===== src/rtl/cic_comb_decimator.sv =====
// CIC decimator back end: keeps every R-th enabled integrator sample and runs it
// through N pipelined comb stages (y = x - x delayed by M decimated samples).
module cic_comb_decimator #(
  parameter int IN_W  = 22,
  parameter int OUT_W = 22,
  parameter int R     = 8,
  parameter int N     = 3,
  parameter int M     = 1
) (
  input  logic             clk_i,
  input  logic             rstn_i,
  input  logic             en_i,
  input  logic [IN_W-1:0]  data_i,
  output logic             valid_o,
  output logic [OUT_W-1:0] data_o
);

  localparam int CNT_W = $clog2(R);

  // valid_o is a one-cycle pulse with no backpressure: data_o is meaningful on
  // the pulse cycle and simply holds its last value in between.

  logic [CNT_W-1:0] dec_cnt_q;
  logic [N:0]       stb_q;
  logic [IN_W-1:0]  stage_q [0:N];
  logic [IN_W-1:0]  dly_q   [1:N][0:M-1];
  logic             take;

  assign take = en_i && (dec_cnt_q == CNT_W'(R - 1));

  // stage_q[0] is the captured sample; stage_q[k] is comb output k, which is
  // updated when the strobe for its input (stb_q[k-1]) arrives.
  always_ff @(posedge clk_i or negedge rstn_i) begin
    if (!rstn_i) begin
      dec_cnt_q <= '0;
      stb_q     <= '0;
      for (int k = 0; k <= N; k++) stage_q[k] <= '0;
      for (int k = 1; k <= N; k++)
        for (int j = 0; j < M; j++) dly_q[k][j] <= '0;
    end else begin
      if (en_i) dec_cnt_q <= take ? '0 : dec_cnt_q + CNT_W'(1);
      stb_q <= {stb_q[N-1:0], take};
      if (take) stage_q[0] <= data_i;
      for (int k = 1; k <= N; k++) begin
        if (stb_q[k-1]) begin
          // Modulo-2^IN_W subtraction; the wrap is what makes the CIC exact.
          stage_q[k]  <= stage_q[k-1] - dly_q[k][M-1];
          dly_q[k][0] <= stage_q[k-1];
          for (int j = 1; j < M; j++) dly_q[k][j] <= dly_q[k][j-1];
        end
      end
    end
  end

  assign valid_o = stb_q[N];
  assign data_o  = stage_q[N][IN_W-1 -: OUT_W];

endmodule

===== config.mk =====
export PLATFORM = sky130hd
export DESIGN_NAME = cic_comb_decimator
export DESIGN_NICKNAME = d
export VERILOG_FILES = /design/src/rtl/cic_comb_decimator.sv
export SDC_FILE = /design/constraint.sdc
export NUM_CORES = 1
export LEC_CHECK = 0
export CAP_MARGIN = 20
export CORE_MARGIN = 5
export CORE_UTILIZATION = 37
export CTS_CLUSTER_SIZE = 14
export DETAILED_ROUTE_END_ITERATION = 12
export DONT_BUFFER_PORTS = 1
export PLACE_DENSITY = 0.63
export SYNTH_ARGS = -nofsm -noshare
export SYNTH_HDL_FRONTEND = slang
export SYNTH_SLANG_ARGS = --single-unit

===== constraint.sdc =====
create_clock -name clk_i -period 4.9 [get_ports clk_i]
set_input_delay 1.225 -clock clk_i [delete_from_list [all_inputs] [get_ports clk_i]]
set_output_delay 1.225 -clock clk_i [all_outputs]
set_load 0.02 [all_outputs]

# Word-level counts from Yosys, hierarchy flattened
# Cells that the tools add are included.
[word_totals] reg_bits=161 latchBits=0 ram_bits=0 romBits=0 input_bits=25 output_inout_bits=23 elab_cells=16 n_memories=0
[classes] addsub=4 mul=0 div=0 order_cmp=0 eq_ne=1 shift=0 mux=1 bitwise=0 reduce_logical=1
[op_table] operator="22-bit subtractor" n=3
[op_table] operator="3-bit by 1-bit adder with 3-bit output, second input constant" n=1
[op_table] operator="3-bit equality test, second input constant" n=1
[op_table] operator="3-bit two-way mux" n=1
[op_table] operator="1-bit logical AND" n=1

# Longest topological paths before layout
# Gate-level depths: netlist (run 1).
[depth] ltp_word=3 mapped_depth=11

# Least setup slack after synthesis (run 1)
# Ideal clock, no wire load.
[synth_timing] kind="register to register" startpoint="register stage_q[22] (netlist name)" endpoint="register stage_q, in the netlist data_o[14]" t_arrival_ps=2333 required_time_ps=4775 setup_slack_ps=2442 path_stages_with_launch=12 cell_sequence="dfrtp_1 -> inv_1 -> ha_1 -> inv_1 -> fa_1 -> a21o_1 -> a21oi_1 -> o21ai_1 -> a41oi_2 -> o31ai_1 -> xor2_1 -> mux2_2"
[synth_via] elab_chain_len=1
[synth_rtl] element="start: declaration" line_no="25" text="logic [IN_W-1:0] stage_q [0:N];"
[synth_rtl] element="start signal: indexed assignment" line_no="47" text="stage_q[k] <= stage_q[k-1] - dly_q[k][M-1];"
[synth_rtl] element="22-bit subtractor" line_no="47"
# No other way between the ends.
# A chain may end at the register's enable or synchronous reset.

# Worst setup path after layout (run 1)
[layout_timing] startpoint="register stage_q[22] (netlist name)" endpoint="register stage_q, in the netlist data_o[12]"
# The elaborated chain is that of the path after synthesis.

==> impl_metrics.ini, run 1 <==
[logic_synthesis]
syn_inst = 987
yosysSeqAreaShare_pct = 42.1
synthesis.nets = 1080
yosysWarnings = 0
ys.flop_type = dfrtp_1
syn_area_um2 = 9580
syn_avg_cell_area_um2 = 9.71
ys_async_sr_fraction_pct = 100
synth-edff-count = 0
ys_ff_latch = 161
yosysUniqueCellTypes = 79

[global_route]
antenna_found_initial = 0
grt_remaining_overflow = 0
grt_pass1_vias = 6435
grt_pass1_wl_um = 31700
grt_use_total_pct = 12.9
grt_start_max_net_pins = 162

[setup_path]
rr_startpoint = stage_q[22]$_DFFE_PN0P_
crit_start = stage_q[22]$_DFFE_PN0P_
worstSetupEndpointType = register
regToRegEndpoint = data_o[12]$_DFFE_PN0P_
cpMaxStageDelayCell = dfrtp_1
critPathKind = reg -> reg
cpPeakStageDelay_ns = 0.39
r2r_setup_slack_ns = 2.23
critical_path.top_delay_family = compound AO/OA/AOI/OAI gates
worstPathArrival_ns = 2.98
path_cells = inv_1 -> ha_1 -> inv_1 -> fa_1 -> a21o_1 -> a21oi_1 -> o21ai_1 -> a41oi_2 -> o21bai_2 -> xor2_1 -> mux2_2
crit_buf_inv = 2
critPathMostFrequentCell = inv_1
required_ns = 5.21
crit_fanout = 5
cp-start-kind = register
ff2ff_path_depth = 11

[finish]
instances_no_fill = 1295
drive_gt1_share_pct = 13.5
final_area_um2 = 10300
syn_to_final_growth_pct = 7.71
antennaDiodeCount = 0
fin_nets = 1045

[placed_design]
dp_hpwl_um = 12800
pre_cts_slack_ns = 2.21
placed_cell_area_um2 = 9680
gp_congestion = 0.849
dp_cells = 1263
portBuffers = 0

[cts]
clock_latency_ns = 0.42
clk_path_buf_depth = 2
clock-sinks = 161
ctsHoldBuffers = 0
root_buffer = clkbuf_16
clk_pin_slew_ns = 0.06
post_cts_buffers = 0
cts_tree = yes
post_cts_resized = 0
h-tree-depth = 4
numCtsBuffers = 17

[hold_path]
hold_class = in -> async

[timing]
tightest_slew_ns = 0.905
maxSlewHeadroom_pct = 39.5
final.period_utilization_pct = 54.5
rsz0062_at_grt = no
hold_viol = 0
setup_violations = 0
clock.fmax_mhz = 374
setup_slack_ns = 2.23
min_period_ns = 2.67
tns_ns = 0
skew_ns = 0.00643
maxSlewViolCount = 0

[floorplan]
coreArea_um2 = 25300
dieArea_um2 = 29200
die_w_um = 171
start_util_pct = 37.8
ios = 48
rows = 58
die_h_um = 171

[routing]
wl_um = 17600
dr_total_vias = 6463
ant_nets = 0
initialDrtViolationCount = 400
dr.pass1.iters = 4
drc = 0
wire_per_inst_um = 13.6
via_per_inst = 4.99

[status]
outcome = finished, final reports clean

[flow_run]
maxCapViolCount = 0
## how the worst max path moves through the flow
stage	depth (start not counted)	to
3_5_place_dp	11	data_o[12]$_DFFE_PN0P_
5_1_grt	11	data_o[12]$_DFFE_PN0P_
3_3_place_gp	11	data_o[16]$_DFFE_PN0P_
2_1_floorplan	11	data_o[14]$_DFFE_PN0P_
6_report	11	data_o[12]$_DFFE_PN0P_
4_1_cts	11	data_o[12]$_DFFE_PN0P_
## worst reg2reg max path, delay by kind of cell (launching register included)
kind	cells	cell delay, ns
AO/OA/AOI/OAI	5	1.10
flip-flops	1	0.39
adder cells (fa/ha/maj)	2	0.54
XOR/XNOR	1	0.15
multiplexers	1	0.27
buffers and inverters	2	0.11
## state kept, by name, summed over array words and instances (netlist names)
signal,cells
stage_q,66
dec_cnt_q,3
data_o,22
dly_q,66
stb_q,4
## routing by layer
| metal | wire (µm) | vias up | GRT usage (%) |
|---|---|---|---|
| met5 | 0 | - | 0 |
| met4 | 185 | 0 | 3.24 |
| met3 | 711 | 17 | 3.10 |
| met2 | 7470 | 85 | 19.8 |
| met1 | 9280 | 2987 | 18.6 |
| li1 | - | 3374 | - |
## stage by stage
stage,hold slack [ns],utilization [%]
global placement,0.479,38.2
finish,0.489,40.7
floorplan,0.352,-
detailed placement,0.485,38.2
global route,0.468,40.7
CTS,0.474,40.7
## synthesized netlist by cell type, types with 18 or more instances
cell	instances	share of area, %
a21o_1	18	1.4
nand2_1	120	4.7
ha_1	65	8.5
nor2_1	47	1.8
a21oi_1	59	3.1
clkbuf_1	23	0.90
xnor2_1	26	2.4
inv_1	85	3.3
o21ai_0	92	4.8
mux2_2	60	7.1
buf_4	24	1.9
dfrtp_1	161	42
## layout by cell type, fill, tap and decap left out, types with 4 or more instances in the layout
cell type and n:
a211oi_1 5, nand2_1 120, nor2_1 47, and2_1 4, dfrtp_1 158, o21bai_1 7
o31ai_1 10, o21a_1 14, clkinv_4 5, clkbuf_16 17, xnor2_1 26, clkbuf_8 4
nand3_1 15, o21ai_0 92, nand2b_1 7, nand4_1 4, mux2i_1 7, nor3b_1 4
o211ai_1 4, a21o_1 18, a31oi_1 8, ha_1 65, nor3_1 12, a21oi_1 59
o31ai_2 5, inv_1 85, nor2b_1 4, xor2_1 13, mux2_2 60
## kinds of logic (layout without fill, tap and decap cells)
family          after synthesis  after routing  synth area share (%)
flops                       161            161                  42.1
compound gates              270            270                  19.1
simple gates                239            239                  11.3
fa+ha+maj                    68             68                  9.12
buf+inv                     142            120                  6.83
xor+xnor                     39             39                  3.57
mux                          68             68                  7.94
## area by class of cell
cell class,instances,area [µm²]
well taps,330,413
multi-input cells,684,4900
clock buffers,21,480
flip-flops and latches,161,4030
repair buffers,3,22.5
inverters,85,319
fillers,2458,15000
clock inverters,11,154
Power of run 1 is not shown: default switching activity piles up to over one toggle a cycle in this logic, so the estimate is an artifact.
==> run 2, diff against run 1 <==
Settings changed: PLACE_DENSITY 0.63 to 0.65.
Clock period 4.9 ns to 2.3 ns, I/O delays scaled along.
==> run 2 against run 1 <==
  * Setup slack lost 2.3 ns
  * The flow now finishes with violations (negative hold slack, negative setup slack)
  * First-iteration DRC count shrank 5.5%
  * Wire length grew 14%
  * Via count grew 8.0%
  * Design area grew 12%
  * Critical path depth grew 6
  * Utilization grew 4.8 points
  * Worst hold slack lost 0.65 ns
  * Count of clock-buffer cells in the layout shrank 2
  * Largest cell class unchanged
==> impl_metrics.ini, run 2 (synthesis gave the netlist of run 1 again) <==
[finish]
syn_to_final_growth_pct = 20.5
drive_gt1_share_pct = 26.8
n_fill_cell = 2370
antennaDiodeCount = 0
final_common_cell = dfrtp_1
final_area_um2 = 11500
instances_no_fill = 1391
layout_common_cells = dfrtp_1, nand2_1, buf_4
fin_nets = 1142

[cts]
clk_pin_slew_ns = 0.06
numCtsBuffers = 17
cts_tree = yes
clock_latency_ns = 0.44
clock-sinks = 161
h-tree-depth = 4
root_buffer = clkbuf_16
clk_path_buf_depth = 2

[timing]
min_period_ns = 2.41
tightest_slew_ns = 0.638
rsz0062_at_grt = yes
setup_violations = 12
maxSlewViolCount = 0
final.period_utilization_pct = 105
hold_viol = 161
skew_ns = 0.0146
hold_ws_ns = -0.164
maxSlewHeadroom_pct = 57.5
clock.fmax_mhz = 415
setup_slack_ns = -0.110
tns_ns = -0.522

[placed_design]
gp_congestion = 0.874
dp_cells = 1332
placed_cell_area_um2 = 10300
dp_hpwl_um = 13900
portBuffers = 0

[floorplan]
start_util_pct = 37.8
coreArea_um2 = 25300
die_h_um = 171
rows = 58
ios = 48
die_w_um = 171
dieArea_um2 = 29200

[setup_path]
worstPathArrival_ns = 2.77
crit_fanout = 2
critPathKind = reg -> reg
cp-start-kind = register
worstSetupEndpointType = register
required_ns = 2.65

[routing]
wire_per_inst_um = 14.4
drc = 0
ant_nets = 0
dr.pass1.iters = 4
initialDrtViolationCount = 378
wl_um = 20000
via_per_inst = 5.02
dr_total_vias = 6979

[global_route]
grt_pass1_vias = 6898
grt_pass1_wl_um = 33500
grt_remaining_overflow = 0
antenna_found_initial = 0
grt_use_total_pct = 13.9
grt_start_max_net_pins = 162

[flow_run]
maxCapViolCount = 0

[hold_path]
hold_class = in -> async

[status]
outcome = finished, violations left
violations = negative hold slack, negative setup slack
-- run 2: final cells by class --
cell class	instances	area (µm²)	area share (%)
clock buffer	19	443	3.84
clock inverter	12	183	1.58
inverter	85	319	2.76
multi-input combinational	684	5350	46.3
sequential	161	4030	34.9
tap	330	413	3.58
timing repair buffer	100	807	6.99
-- run 2: routing by layer --
metal	track usage (%)	up-vias	part of all wire, %
li1	-	3556	-
met4	4.65	0	1.3
met3	2.54	24	3.6
met1	19.8	3286	50
met2	21.5	113	45
met5	0	-	0
-- run 2: worst max-delay path, stage by stage, from the launching register on --
cell and delay [ns]:
dfrtp_1 0.35, inv_2 0.06, buf_4 0.13, buf_4 0.12, buf_4 0.12, buf_4 0.12
buf_4 0.12, buf_4 0.12, buf_4 0.13, buf_4 0.12, buf_4 0.12, buf_4 0.12
buf_4 0.12, buf_4 0.12, buf_4 0.12, buf_4 0.12, buf_4 0.12, mux2i_1 0.11
-- run 2: path summary, 6_finish.rpt --
path / slack, ns / start / cells past startpoint / to
min in group clk_i: 0.23 / en_i / 1 / dec_cnt_q[0]$_DFFE_PN0P_
hold reg to reg: 0.49 / dec_cnt_q[0]$_DFFE_PN0P_ / 1 / dec_cnt_q[0]$_DFFE_PN0P_
hold / removal: -0.16 / rstn_i / 0 / data_o[7]$_DFFE_PN0P_
setup reg to reg: -0.11 / stage_q[44]$_DFFE_PN0P_ / 17 / stage_q[44]$_DFFE_PN0P_
max in group asynchronous: 2.26 / rstn_i / 0 / stb_q[0]$_DFF_PN0_
setup / recovery: -0.11 / stage_q[44]$_DFFE_PN0P_ / 17 / stage_q[44]$_DFFE_PN0P_
-- run 2: metrics by stage --
step	setup WS [ns]	utilization (%)
after global placement	-0.0536	40.5
after CTS	-0.0926	44.3
final	-0.110	45.6
after detailed placement	-0.125	40.5
after global routing	-0.194	45.6
after floorplan	0.00947	-
-- run 2: repair_timing --
| action | in CTS | in global routing |
|---|---|---|
| setup buffers | 23 | 6 |
| endpoints found under the hold margin | 161 | 161 |
| pin swaps | 20 | 34 |
| resized for setup | 32 | 62 |
| endpoints found under the setup margin | 19 | 38 |
Power of run 2 is left out for the same reason.
==> run 3, diff against run 2 <==
Clock period 2.3 ns to 1.9 ns, I/O delays scaled along.
==> run 3 against run 2 <==
  * Register-to-register slack got worse by 0.32 ns
  * Count of clock-buffer cells in the layout grew 4
  * Global-route usage increased by 1.4 points
  * Design area rose by 16%
  * Worst hold slack got worse by 0.11 ns
  * Sequential share of layout area is 4.8 points lower
  * Non-clock buffer count increased by 160
  * Fmax is 3.5% higher
  * Final cell count grew 12%
  * Flip-flop and latch count is the same
  * The run still ends with negative hold slack, negative setup slack left
==> impl_metrics.ini, run 3 (synthesis gave the netlist of run 1 again) <==
[cts]
clk_path_buf_depth = 2
numCtsBuffers = 17
h-tree-depth = 4
clock_latency_ns = 0.43
clock-sinks = 161
cts_tree = yes
clk_pin_slew_ns = 0.07
root_buffer = clkbuf_16

[floorplan]
coreArea_um2 = 25300
start_util_pct = 37.8
die_w_um = 171
ios = 48
die_h_um = 171
dieArea_um2 = 29200
rows = 58

[setup_path]
required_ns = 2.22
r2r_setup_slack_ns = -0.43
regToRegEndpoint = stage_q[40]$_DFFE_PN0P_
crit_start = stage_q[44]$_DFFE_PN0P_
setup.worst_path.end = stage_q[40]$_DFFE_PN0P_
rr_startpoint = stage_q[44]$_DFFE_PN0P_
worstPathArrival_ns = 2.65
worstSetupEndpointType = register
ff2ff_path_depth = 11
critPathKind = reg -> reg
cp-start-kind = register
crit_fanout = 3

[routing]
wl_met3_um = 755
initialDrtViolationCount = 342
via_per_inst = 4.95
wl_met1_um = 10700
met2_length_um = 10600
ant_nets = 0
dr_total_vias = 7679
top_layer_used = met4
wire_per_inst_um = 14.4
dr.pass1.iters = 4
wl_um = 22400
drc = 0

[placed_design]
gp_congestion = 0.867
dp_cells = 1490
dp_hpwl_um = 15100
portBuffers = 0
pre_cts_slack_ns = -0.467

[finish]
final_common_cell = buf_4
instances_no_fill = 1552
fin_nets = 1302
layout_common_cells = buf_4, dfrtp_1, nand2_1
final_util_pct = 52.8
antennaDiodeCount = 0
syn_to_final_growth_pct = 39.5
drive_gt1_share_pct = 41.6

[timing]
final.period_utilization_pct = 123
rsz0062_at_grt = yes
hold_viol = 161
tightest_slew_ns = 0.557
maxSlewViolCount = 0
tns_ns = -12.07
hold_ws_ns = -0.272
skew_ns = 0.0166
clock.fmax_mhz = 429
min_period_ns = 2.33
maxSlewHeadroom_pct = 62.9
setup_slack_ns = -0.429
setup_violations = 49

[global_route]
grt_remaining_overflow = 0
grt_start_max_net_pins = 162
antenna_found_initial = 0
grt_use_total_pct = 15.3
grt_pass1_vias = 7819
grt_pass1_wl_um = 37100

[status]
outcome = finished, violations left
violations = negative hold slack, negative setup slack

[flow_run]
maxCapViolCount = 0

[hold_path]
hold_class = in -> async
-- run 3: changes by cell type in the layout (fill, tap and decap cells not counted), moves of 4 or more --
cell	previous run	this run
mux2_4	11	27
nand2_1	119	113
a21oi_4	1	7
o21ai_2	5	9
ha_1	55	35
inv_1	76	72
a21oi_1	49	37
o21ai_0	84	78
buf_6	5	17
a21oi_2	10	16
ha_4	9	28
buf_4	92	239
mux2_2	50	34
-- run 3: critical path: stages, from the launching register on --
cell	delay, ns
dfrtp_1	0.38
inv_2	0.08
ha_4	0.13
inv_2	0.03
fa_2	0.38
a21oi_4	0.19
o31ai_4	0.09
o22ai_4	0.25
o31ai_4	0.12
a21oi_2	0.18
xnor2_1	0.10
mux2_4	0.27
-- run 3: area by class of cell --
cell class | instances | area (µm²)
clock buffers | 23 | 468
clock inverters | 9 | 98.8
fillers | 2142 | 12000
inverters | 85 | 322
multi-input cells | 684 | 5960
flip-flops and latches | 161 | 4030
well taps | 330 | 413
repair buffers | 260 | 2070
-- run 3: metrics by stage --
stage | area, µm² | hold slack (ns)
6_report | 13400 | -0.272
5_1_grt | 13400 | -0.291
4_1_cts | 12900 | -0.287
3_5_place_dp | 11800 | 0.184
3_3_place_gp | 11800 | 0.185
2_1_floorplan | 9960 | 0.179
-- run 3: routing by layer --
layer	GRT usage [%]	vias to the layer above
li1	-	3876
met1	21.2	3643
met2	24.4	127
met3	2.89	33
met4	4.65	0
met5	0	-
-- run 3: repair_timing --
| action | CTS | global route |
|---|---|---|
| gates resized for setup | 92 | 75 |
| setup endpoints to repair | 50 | 54 |
| pin swaps | 49 | 55 |
| endpoints found under the hold margin | 161 | 161 |
| setup buffers | 19 | 19 |
-- run 3: worst min path at each step --
stage | depth (start not counted) | slack [ns] | endpoint
3_3_place_gp | 0 | 0.19 | data_o[6]$_DFFE_PN0P_
3_5_place_dp | 0 | 0.18 | data_o[6]$_DFFE_PN0P_
5_1_grt | 0 | -0.29 | data_o[6]$_DFFE_PN0P_
4_1_cts | 0 | -0.29 | data_o[6]$_DFFE_PN0P_
2_1_floorplan | 0 | 0.18 | data_o[0]$_DFFE_PN0P_
6_report | 0 | -0.27 | data_o[6]$_DFFE_PN0P_
Power of run 3 is left out for the same reason.
